==> src/rtl/rf_scan_controller.sv <==
// rf_scan_controller
// Walks every output row and every column group of one feature map.
// For each group it presents row/column to the receptive-field selector,
// pulses conv_start, and waits for conv_done. It then holds the result group
// on a valid/ready interface until downstream accepts it.
// A full scan issues OH * ceil(OW/NUM_UNITS) groups and then ends with a
// single done pulse.

module rf_scan_controller #(
  parameter int H         = 32,
  parameter int W         = 32,
  parameter int Size      = 5,
  parameter int NUM_UNITS = 14
) (
  input  logic       clk,
  input  logic       reset_n,
  input  logic       start,
  output logic [7:0] row,
  output logic [7:0] column,
  output logic       conv_start,
  input  logic       conv_done,
  output logic       out_valid,
  input  logic       out_ready,
  output logic [7:0] out_row,
  output logic [7:0] out_col,
  output logic [7:0] out_count,
  output logic       busy,
  output logic       done
);

  // Output map geometry
  localparam int OH = H - Size + 1;
  localparam int OW = W - Size + 1;

  // 9-bit copies of the constants. Column arithmetic runs at this width so
  // that column + NUM_UNITS cannot wrap when the map is up to 256 wide.
  localparam logic [8:0] OW9       = 9'(OW);
  localparam logic [8:0] LAST_ROW9 = 9'(OH - 1);
  localparam logic [8:0] NU9       = 9'(NUM_UNITS);

  // Reject geometries that the 8-bit row/column ports cannot represent, and
  // unit counts that cannot tile the output width.
  if (Size > H || Size > W || H > 256 || W > 256 ||
      NUM_UNITS < 1 || NUM_UNITS > OW) begin : g_bad_params
    $error("rf_scan_controller: illegal parameters H=%0d W=%0d Size=%0d NUM_UNITS=%0d",
           H, W, Size, NUM_UNITS);
  end

  typedef enum logic [2:0] {
    IDLE,
    ISSUE,
    WAIT_CONV,
    OUTPUT,
    FINISH
  } state_t;

  state_t state;
  state_t state_next;

  // Datapath decisions, all at 9 bits
  logic [8:0] col_next9;
  logic [8:0] remain9;
  logic       more_cols;
  logic       more_rows;
  logic       accept_start;
  logic       take_result;
  logic       xfer;

  assign col_next9    = {1'b0, column} + NU9;
  assign remain9      = OW9 - {1'b0, column};
  assign more_cols    = (col_next9 < OW9);
  assign more_rows    = ({1'b0, row} < LAST_ROW9);
  assign accept_start = (state == IDLE) && start;
  assign take_result  = (state == WAIT_CONV) && conv_done;
  assign xfer         = (state == OUTPUT) && out_ready;

  // State register
  // NOTE: sequential state is updated with non-blocking assignments only, so
  // every flop samples the values from before the clock edge.
  always_ff @(posedge clk or negedge reset_n) begin
    if (!reset_n) begin
      state <= IDLE;
    end else begin
      state <= state_next;
    end
  end

  // Next-state logic and the state-decoded control outputs
  // NOTE: every signal assigned here gets a default value first, so no path
  // through the case statement can leave it unassigned and infer a latch.
  always_comb begin
    state_next = state;
    conv_start = 1'b0;
    out_valid  = 1'b0;
    busy       = 1'b1;
    done       = 1'b0;
    case (state)
      IDLE: begin
        busy = 1'b0;
        if (start) begin
          state_next = ISSUE;
        end
      end
      ISSUE: begin
        // conv_done is deliberately not looked at here
        conv_start = 1'b1;
        state_next = WAIT_CONV;
      end
      WAIT_CONV: begin
        if (conv_done) begin
          state_next = OUTPUT;
        end
      end
      OUTPUT: begin
        out_valid = 1'b1;
        if (out_ready) begin
          state_next = (more_cols || more_rows) ? ISSUE : FINISH;
        end
      end
      FINISH: begin
        // start is ignored here; a new scan can begin in the following IDLE
        done       = 1'b1;
        state_next = IDLE;
      end
      default: begin
        busy       = 1'b0;
        state_next = IDLE;
      end
    endcase
  end

  // Scan position. It moves only on start or on an accepted transfer, so the
  // selector sees a stable position from ISSUE through OUTPUT.
  always_ff @(posedge clk or negedge reset_n) begin
    if (!reset_n) begin
      row    <= '0;
      column <= '0;
    end else if (accept_start) begin
      row    <= '0;
      column <= '0;
    end else if (xfer) begin
      if (more_cols) begin
        column <= col_next9[7:0];
      end else if (more_rows) begin
        column <= '0;
        row    <= row + 8'd1;
      end else begin
        // Last group accepted; return to the origin for the next scan
        column <= '0;
        row    <= '0;
      end
    end
  end

  // Result descriptor, captured on conv completion and held through OUTPUT
  always_ff @(posedge clk or negedge reset_n) begin
    if (!reset_n) begin
      out_row   <= '0;
      out_col   <= '0;
      out_count <= '0;
    end else if (take_result) begin
      out_row   <= row;
      out_col   <= column;
      // The final group of a row may have fewer lanes than NUM_UNITS
      out_count <= (remain9 < NU9) ? remain9[7:0] : NU9[7:0];
    end
  end

endmodule
==> config.mk <==
export PLATFORM = sky130hd
export DESIGN_NAME = rf_scan_controller
export DESIGN_NICKNAME = d
export VERILOG_FILES = /design/src/rtl/rf_scan_controller.sv
export SDC_FILE = /design/constraint.sdc
export NUM_CORES = 1
export LEC_CHECK = 0
export ABC_AREA = 1
export CORE_UTILIZATION = 46
export CTS_BUF_LIST = sky130_fd_sc_hd__clkbuf_4
export CTS_CLUSTER_SIZE = 8
export DETAILED_ROUTE_END_ITERATION = 10
export PLACE_DENSITY = 0.76
export SYNTH_ARGS = -nofsm -noshare
export SYNTH_HDL_FRONTEND = slang
export SYNTH_SLANG_ARGS = --single-unit
==> constraint.sdc <==
create_clock -name clk -period 1.5 [get_ports clk]
set_clock_uncertainty 0.1 [all_clocks]
set_input_delay 0.225 -clock clk [delete_from_list [all_inputs] [get_ports clk]]
set_output_delay 0.225 -clock clk [all_outputs]
set_load 0.01 [all_outputs]
* After elaboration in Yosys (flattened, before gate mapping) *
Cells that the tools add are included.

operators by class
  add/sub/neg operators = 3
  $lt $le $gt $ge = 3
  eq/ne operators = 8
  multiplexer cells = 17
  reductions and logical operators = 9

operators by type and width
  cell                   count
  $mux W8                8
  $mux W3                4
  $pmux W3 S4            1
  $add A8 B4 Y9 const B  1
  $lt A9 B4 Y1 const B   1
  $lt A9 B5 Y1 const B   1
  $sub A5 B8 Y9 const A  1
  $add A8 B1 Y8 const B  1
  $lt A8 B5 Y1 const B   1
  $eq A3 B2 Y1 const B   2
  $ne A2 B2 Y1 const B   3
  $mux W1                4
  $reduce_or A4 Y1       1
  $eq A3 B1 Y1 const B   1
  $eq A3 B3 Y1 const B   1
  $logic_and A1 B1 Y1    3
  $logic_not A3 Y1       1
  $reduce_and A3 Y1      1
  $ne A2 B1 Y1 const B   1
  $reduce_and A2 Y1      1
  $reduce_bool A2 Y1     1
  $logic_or A1 B1 Y1     1

word-level totals
  bits in registers = 43
  bits of input ports = 5
  output and inout bits = 44
  word-level logic and storage cells = 46

* Logic depth before layout (Yosys ltp) *
Gate-level depths: netlist of run 1.

  depth in word-level cells = 6
  mapped depth = 11
  gate-level depth less buffers = 11

* Worst setup path after synthesis of run 1 *
No wires, ideal clock.

  path type = register to register
  from = reg column[1]
  to = reg row[2]
  setup time = 74 ps
  arrival time = 1513 ps
  required time = 1326 ps
  setup slack = -187 ps
  stages on the path, launching flop included = 12
  path buffers = 0
  clock period less this slack = 1687 ps
  cells stage by stage = dfrtp_1 -> inv_1 -> ha_1 -> inv_1 -> nand3_1 -> nor2_1 -> nand2_1 -> nand2_1 -> nand3_4 -> nand2_4 -> nand2_1 -> o21ai_2

on the way
  cells in the longest elaborated chain, start to end = 4

ends and longest elaborated chain
  element                             line  RTL
  start, declared                     19    output logic [7:0] column,
  start signal, assigned              143   column <= col_next9[7:0];
  $add A8 B4 Y9                       69    assign col_next9 = {1'b0, column} + NU9;
  $lt A9 B5 Y1                        71    assign more_cols = (col_next9 < OW9);
  $ne A2 B1 Y1 (no source line)       --
  $reduce_and A2 Y1 (no source line)  --
  end signal, assigned                146   row <= row + 8'd1;
  end, declared                       18    output logic [7:0] row,

Every way passes these cells.
A chain may end at the register's enable or synchronous reset.

* Worst setup path in the final report of run 1 *
  from = reg column[1]
  to = reg row[4]

Same word-level chain as after synthesis.

==> results of run 1 <==
-- area by class of cell --
cell class / instances / area (µm²)
clock inverters: 3 / 12.51
inverters: 33 / 151.4
well taps: 50 / 62.56
clock buffers: 5 / 37.54
multi-input cells: 150 / 1156
fillers: 227 / 699.4
repair buffers: 95 / 903.4
flip-flops and latches: 41 / 1035
-- cells by family (layout without fill, tap and decap cells) --
logic type,count (synthesis),in the layout,synth area share (%)
AOI/OAI and AO/OA,28,28,8.175
xor gates and xnor gates,3,3,1.331
and+or+nand+nor,111,112,26.93
other,1,2,0.1899
DFF,41,41,51.96
adders and majority gates,5,5,3.169
buffers and inverters,39,136,8.238
-- flip-flops by register name, indices dropped and copies added (netlist names) --
name,count
state,3
out_col,7
out_count,8
column,7
out_row,8
row,8
-- critical path, delay by kind of cell, from the launching register on --
kind                       cells  cell delay [ns]
and+or+nand+nor                7             0.69
DFF                            1             0.44
buffers and inverters          3             0.24
AOI/OAI and AO/OA              1             0.06
adders and majority gates      1             0.15
-- where the power goes --
part	switching (µW)	internal [µW]
combinational	2320	2010
sequential	246	1440
clock	373	170
-- what timing repair did --
item / CTS / global route
endpoints found under the setup margin: 58 / 48
resized for setup: 111 / 93
hold buffers: 1 / 0
hold endpoints to repair: 41 / 0
setup buffers: 19 / 6
gates cloned: 1 / 3
pin swaps: 15 / 21
-- metrics by stage --
step	total power, µW	TNS (ns)	setup slack, ns	cell area [µm²]	util [%]
final	6559	-6.073	-0.2786	3358	82.76
after global routing	6958	-8.852	-0.3576	3358	82.76
after CTS	5743	-4.531	-0.2114	3020	74.44
after detailed placement	4672	-1.618	-0.1948	2696	66.45
after global placement	4607	-0.9085	-0.1040	2696	66.45
after floorplan	3273	-0.2447	-0.03089	2022	-
-- cells in the mapped netlist --
library cell,instances
a21oi_1,2
buf_2,2
buf_4,3
clkbuf_1,1
conb_1,1
dfrtp_1,41
ha_1,5
inv_1,30
inv_2,2
inv_4,1
nand2_1,68
nand2_2,2
nand2_4,3
nand3_1,6
nand3_4,2
nand3b_1,3
nand4_1,1
nor2_1,19
nor2_2,1
nor2_4,2
nor2_8,1
nor3_1,2
o21a_1,1
o21ai_0,17
o21ai_1,1
o21ai_2,3
o22ai_1,3
o31a_1,1
or2_1,1
xnor2_1,2
xor2_1,1
-- path summary, 6_finish.rpt --
check / slack, ns / end / from
setup reg to reg: -0.28 / row[4]$_DFFE_PN0P_ / column[1]$_DFFE_PN0P_
hold / removal: 0.20 / out_count[6]$_DFFE_PN0P_ / reset_n
hold reg to reg: 0.39 / out_col[7]$_DFFE_PN0P_ / out_col[7]$_DFFE_PN0P_
min in group clk: 0.39 / out_col[7]$_DFFE_PN0P_ / out_col[7]$_DFFE_PN0P_
setup / recovery: -0.28 / row[4]$_DFFE_PN0P_ / column[1]$_DFFE_PN0P_
max in group asynchronous: 0.62 / column[3]$_DFFE_PN0P_ / reset_n
-- metal layers --
metal	track usage [%]	vias up	wire (µm)
met5	0	-	0
met2	38.61	56	3183
li1	-	906	-
met4	8.777	0	165
met3	6.081	17	248
met1	31.47	933	2401
==> flow_summary_export.csv, run 1 <==
group,metric,value,unit
status,status,"complete, but fails checks",
status,violations,"setup timing",
floorplan,pin_count,49,
global_route,grt_usage,24.17,%
global_route,grt_max_degree,28,
detailed_routing,drt_wl_total,5997,µm
detailed_routing,detail_route.wl_per_cell,15.91,µm
floorplan,die_y,67.52,µm
detailed_routing,first_pass_iters,4,
synthesis,mappedNetlistArea,1974,µm²
synthesis,synth_cell_types,31,
pwr,irDropWorstVdd,1238,µV
sta,layout_min_cycle_time,1.779,ns
synthesis,synth_area_leaders,"dfrtp_1 (52%), nand2_1 (13%), inv_1 (5.7%)",
critical_path,crit_path_top_delay_cell,"dfrtp_2",
sta,fmax,562.2,MHz
detailed_routing,drc,0,
floorplan,rows,23,
critical_path,cp_common_cell,"nand2_2",
run,drv_cap,0,
sta,drv_slew,0,
finish,fin_nets,336,
critical_path,rr_worst_depth,12,
finish,layout_common_cells,"dlygate4sd2_1 (35), dfrtp_1 (34), nand2_1 (31), buf_4 (31), nand2_2 (23)",
critical_path,crit_path_cell_trace,"buf_6 > inv_6 > ha_4 > inv_4 > nand2_4 > nand2_2 > nor2_2 > nand2_2 > nand3_4 > nand2_4 > nand2_2 > o21ai_2",
synthesis,synth_top_area_cell,"dfrtp_1",
critical_path,required,1.66,ns
finish,instances_no_fill,377,
global_route,antenna_found_initial,0,
pwr,p_per_area,1953,nW/µm²
finish,area.growth.synth_to_final,70.09,%
cts,clk-insertion-delay-late,0.36,ns
critical_path,cp_max_fo,5,
synthesis,syn_inst,228,
sta,hold_slack,0.1952,ns
floorplan,design.core.area,4058,µm²
finish,final_common_cell,"dlygate4sd2_1",
cts,cts-root-buf,"clkbuf_4",
detailed_routing,dr_total_vias,1912,
pwr,p_leak,0.001775,µW
global_route,grt-ovfl-total,0,
sta,finalHoldViolCount,0,
finish,layout-drive-gt1-share,49.85,%
floorplan,die_x,67.52,µm
synthesis,synth-warning-count,0,
floorplan,dieArea,4558,µm²
critical_path,end_kind,"register",
place,place.detailed.hpwl,3069,µm
critical_path,arrival,1.93,ns
synthesis,ys_seq_elements,41,
cts,htree_num_levels,2,
sta,setup_ws,-0.2786,ns
finish,antennaDiodeCount,0,
sta,grt_setup_unrepaired,"yes",
cts,clk_pin_slew,0.13,ns
sta,finalSetupViolations,45,
synthesis,synth_top_area_share,51.96,%
place,io_buffers,46,
synthesis,ys_seq_area_share,51.96,%
detailed_routing,drt_iter0_drc,149,
detailed_routing,postRouteAntennaNets,0,
floorplan,initial_core_util,48.66,%
cts,cts_sinks,41,
critical_path,critical_path_class,"reg2reg",
global_route,grt_pass1_wl,7990,µm
place,place_congestion,0.7993,
cts,clk_path_buf_depth,2,
global_route,grt_pass1_vias,1658,
synthesis,syn_area_per_cell,8.660,µm²
critical_path,crit_path_start_kind,"register",
cts,cts_inserted_buffers,5,
critical_path,crit_path_max_incr_delay,0.44,ns
place,dpl.cell_count,343,
cts,cts_tree,"done",
worst_hold_path,min_path_type,"in2async",
sta,finalCritPeriodShare,118.6,%
detailed_routing,viasPerCell,5.072,
Note: power is estimated with default switching activity, not from simulation.
==> inputs of run 2 (changes only) <==
CORE_MARGIN = 10   (was default)
==> flow_summary_export.csv, run 2 (synthesis gave the netlist of run 1 again) <==
group,metric,value,unit
status,status,"complete, but fails checks",
status,violations,"setup timing",
detailed_routing,drt_wl_total,6305,µm
detailed_routing,first_pass_iters,4,
floorplan,die_x,85.52,µm
sta,finalCritPeriodShare,116.5,%
critical_path,end_kind,"register",
critical_path,crit_path_start_kind,"register",
cts,cts_sinks,41,
floorplan,rows,23,
finish,seqCellArea,1032,µm²
global_route,grt_pass1_wl,9073,µm
pwr,p_leak,0.001729,µW
place,dpl.cell_count,345,
cts,cts_inserted_buffers,5,
pwr,pwr-share-comb,65.1,%
global_route,grt_usage,15.35,%
critical_path,required,1.67,ns
pwr,p_per_area,1966,nW/µm²
finish,area.growth.synth_to_final,65.27,%
floorplan,design.core.area,4086,µm²
cts,clk_pin_slew,0.13,ns
cts,cts-root-buf,"clkbuf_4",
floorplan,initial_core_util,48.32,%
sta,finalSetupViolations,44,
finish,design_area,3263,µm²
place,pre_cts_ws,-0.1578,ns
run,drv_cap,0,
sta,layout_min_cycle_time,1.747,ns
place,place_congestion,0.8461,
critical_path,cp_max_fo,5,
pwr,total_power,6415,µW
sta,finalHoldViolCount,0,
critical_path,critical_path_class,"reg2reg",
place,place.detailed.hpwl,3525,µm
critical_path,r2r_start,"column[1]$_DFFE_PN0P_",
finish,final_common_cell,"dfrtp_1",
detailed_routing,drc,0,
sta,fmax,572.4,MHz
critical_path,endpoint,"row[2]$_DFFE_PN0P_",
detailed_routing,postRouteAntennaNets,0,
finish,largestRegisters,"out_count x8, out_row x8, row x8",
cts,clk_path_buf_depth,2,
pwr,p_clk_share,8.8,%
critical_path,crit_start,"column[1]$_DFFE_PN0P_",
critical_path,ff2ff_setup_slack,-0.25,ns
finish,fill_cells,264,
global_route,grt_pass1_vias,1900,
floorplan,die_y,85.52,µm
pwr,power_switching,2907,µW
finish,instances_no_fill,373,
global_route,grt-ovfl-total,0,
sta,setup_ws,-0.2471,ns
floorplan,pin_count,49,
global_route,antenna_found_initial,0,
worst_hold_path,min_path_type,"in2async",
finish,fin_nets,332,
critical_path,rr_worst_depth,12,
critical_path,regToRegEndpoint,"row[2]$_DFFE_PN0P_",
detailed_routing,viasPerCell,5.110,
pwr,p_int,3508,µW
pwr,p_seq_share,26.0,%
floorplan,dieArea,7313,µm²
sta,grt_setup_unrepaired,"yes",
place,postPlaceCellArea,2711,µm²
place,io_buffers,46,
detailed_routing,drt_iter0_drc,158,
global_route,grt_max_degree,42,
cts,clk-insertion-delay-late,0.37,ns
sta,hold_slack,0.2280,ns
finish,layout_common_cells,"dfrtp_1 (36), nand2_1 (35), dlygate4sd2_1 (34)",
sta,drv_slew,0,
cts,htree_num_levels,2,
finish,layout-drive-gt1-share,47.68,%
critical_path,arrival,1.92,ns
detailed_routing,dr_total_vias,1906,
detailed_routing,detail_route.wl_per_cell,16.90,µm
finish,antennaDiodeCount,0,
pwr,irDropWorstVdd,1226,µV
cts,cts_tree,"done",
pwr,switching_share,45.32,%
finish,multi_input_area,1110,µm²
-- run 2: cell count changes in the layout (fill, tap and decap cells not counted), moves of 2 or more --
cell,previous run,this run
nor2_1,9,12
nor2_2,7,4
buf_4,31,26
nand2_4,16,12
nand2_2,23,25
dfrtp_2,7,5
buf_6,15,17
nand2_1,31,35
nand2_8,4,2
dfrtp_1,34,36
clkinv_1,2,0
-- run 2: worst min-delay path by stage --
stage / endpoint / from / slack, ns
final: out_count[5]$_DFFE_PN0P_ / reset_n / 0.23
after floorplan: column[1]$_DFFE_PN0P_ / reset_n / -0.17
after global routing: out_count[5]$_DFFE_PN0P_ / reset_n / 0.24
after global placement: out_count[7]$_DFFE_PN0P_ / reset_n / 0.11
after CTS: out_count[5]$_DFFE_PN0P_ / reset_n / 0.25
after detailed placement: out_count[5]$_DFFE_PN0P_ / reset_n / 0.11
-- run 2: layout make-up --
type / instances / area share [%]
repair buffers: 91 / 26.34
clock buffers: 5 / 1.150
inverters: 33 / 4.410
clock inverters: 3 / 0.5368
well taps: 50 / 1.917
multi-input cells: 150 / 34.01
flip-flops and latches: 41 / 31.63
-- run 2: critical path, cell delays in order, from the launching register on --
cell and delay (ns):
dfrtp_2 0.43, buf_6 0.13, inv_6 0.06, ha_4 0.14, inv_4 0.04, nand2_2 0.07, nand2_2 0.05, nor2_2 0.12
nand2_2 0.08, nand3_4 0.15, nand2_8 0.10, nand2_2 0.09, o21ai_2 0.07
-- run 2: layer usage --
metal	vias up	global-route usage (%)	wire (µm)	share of wire [%]
li1	898	-	-	-
met1	913	16.50	2246	36
met2	71	27.11	3368	53
met3	24	5.960	433	6.9
met4	0	4.641	257	4.1
met5	-	0	0	0
-- run 2: what timing repair did --
item,CTS,global route
gates cloned,1,3
pin swaps,14,19
buffers inserted,14,4
hold endpoints to repair,41,0
setup endpoints to repair,59,49
hold buffers,1,0
gates resized for setup,91,95
-- run 2: metrics by stage --
stage | util [%] | TNS [ns]
2_1_floorplan | - | -0.2447
3_3_place_gp | 66.35 | -0.9087
6_report | 79.85 | -5.469
4_1_cts | 71.49 | -2.695
5_1_grt | 79.85 | -8.875
3_5_place_dp | 66.35 | -1.523
-- run 2: power groups by stage --
stage          sequential [µW]  clock (µW)  combinational, µW
2_1_floorplan             1840           0               1430
3_3_place_gp              1690           0               3010
3_5_place_dp              1700           0               3060
4_1_cts                   1610         561               3310
5_1_grt                   1710         633               4510
6_report                  1670         566               4180
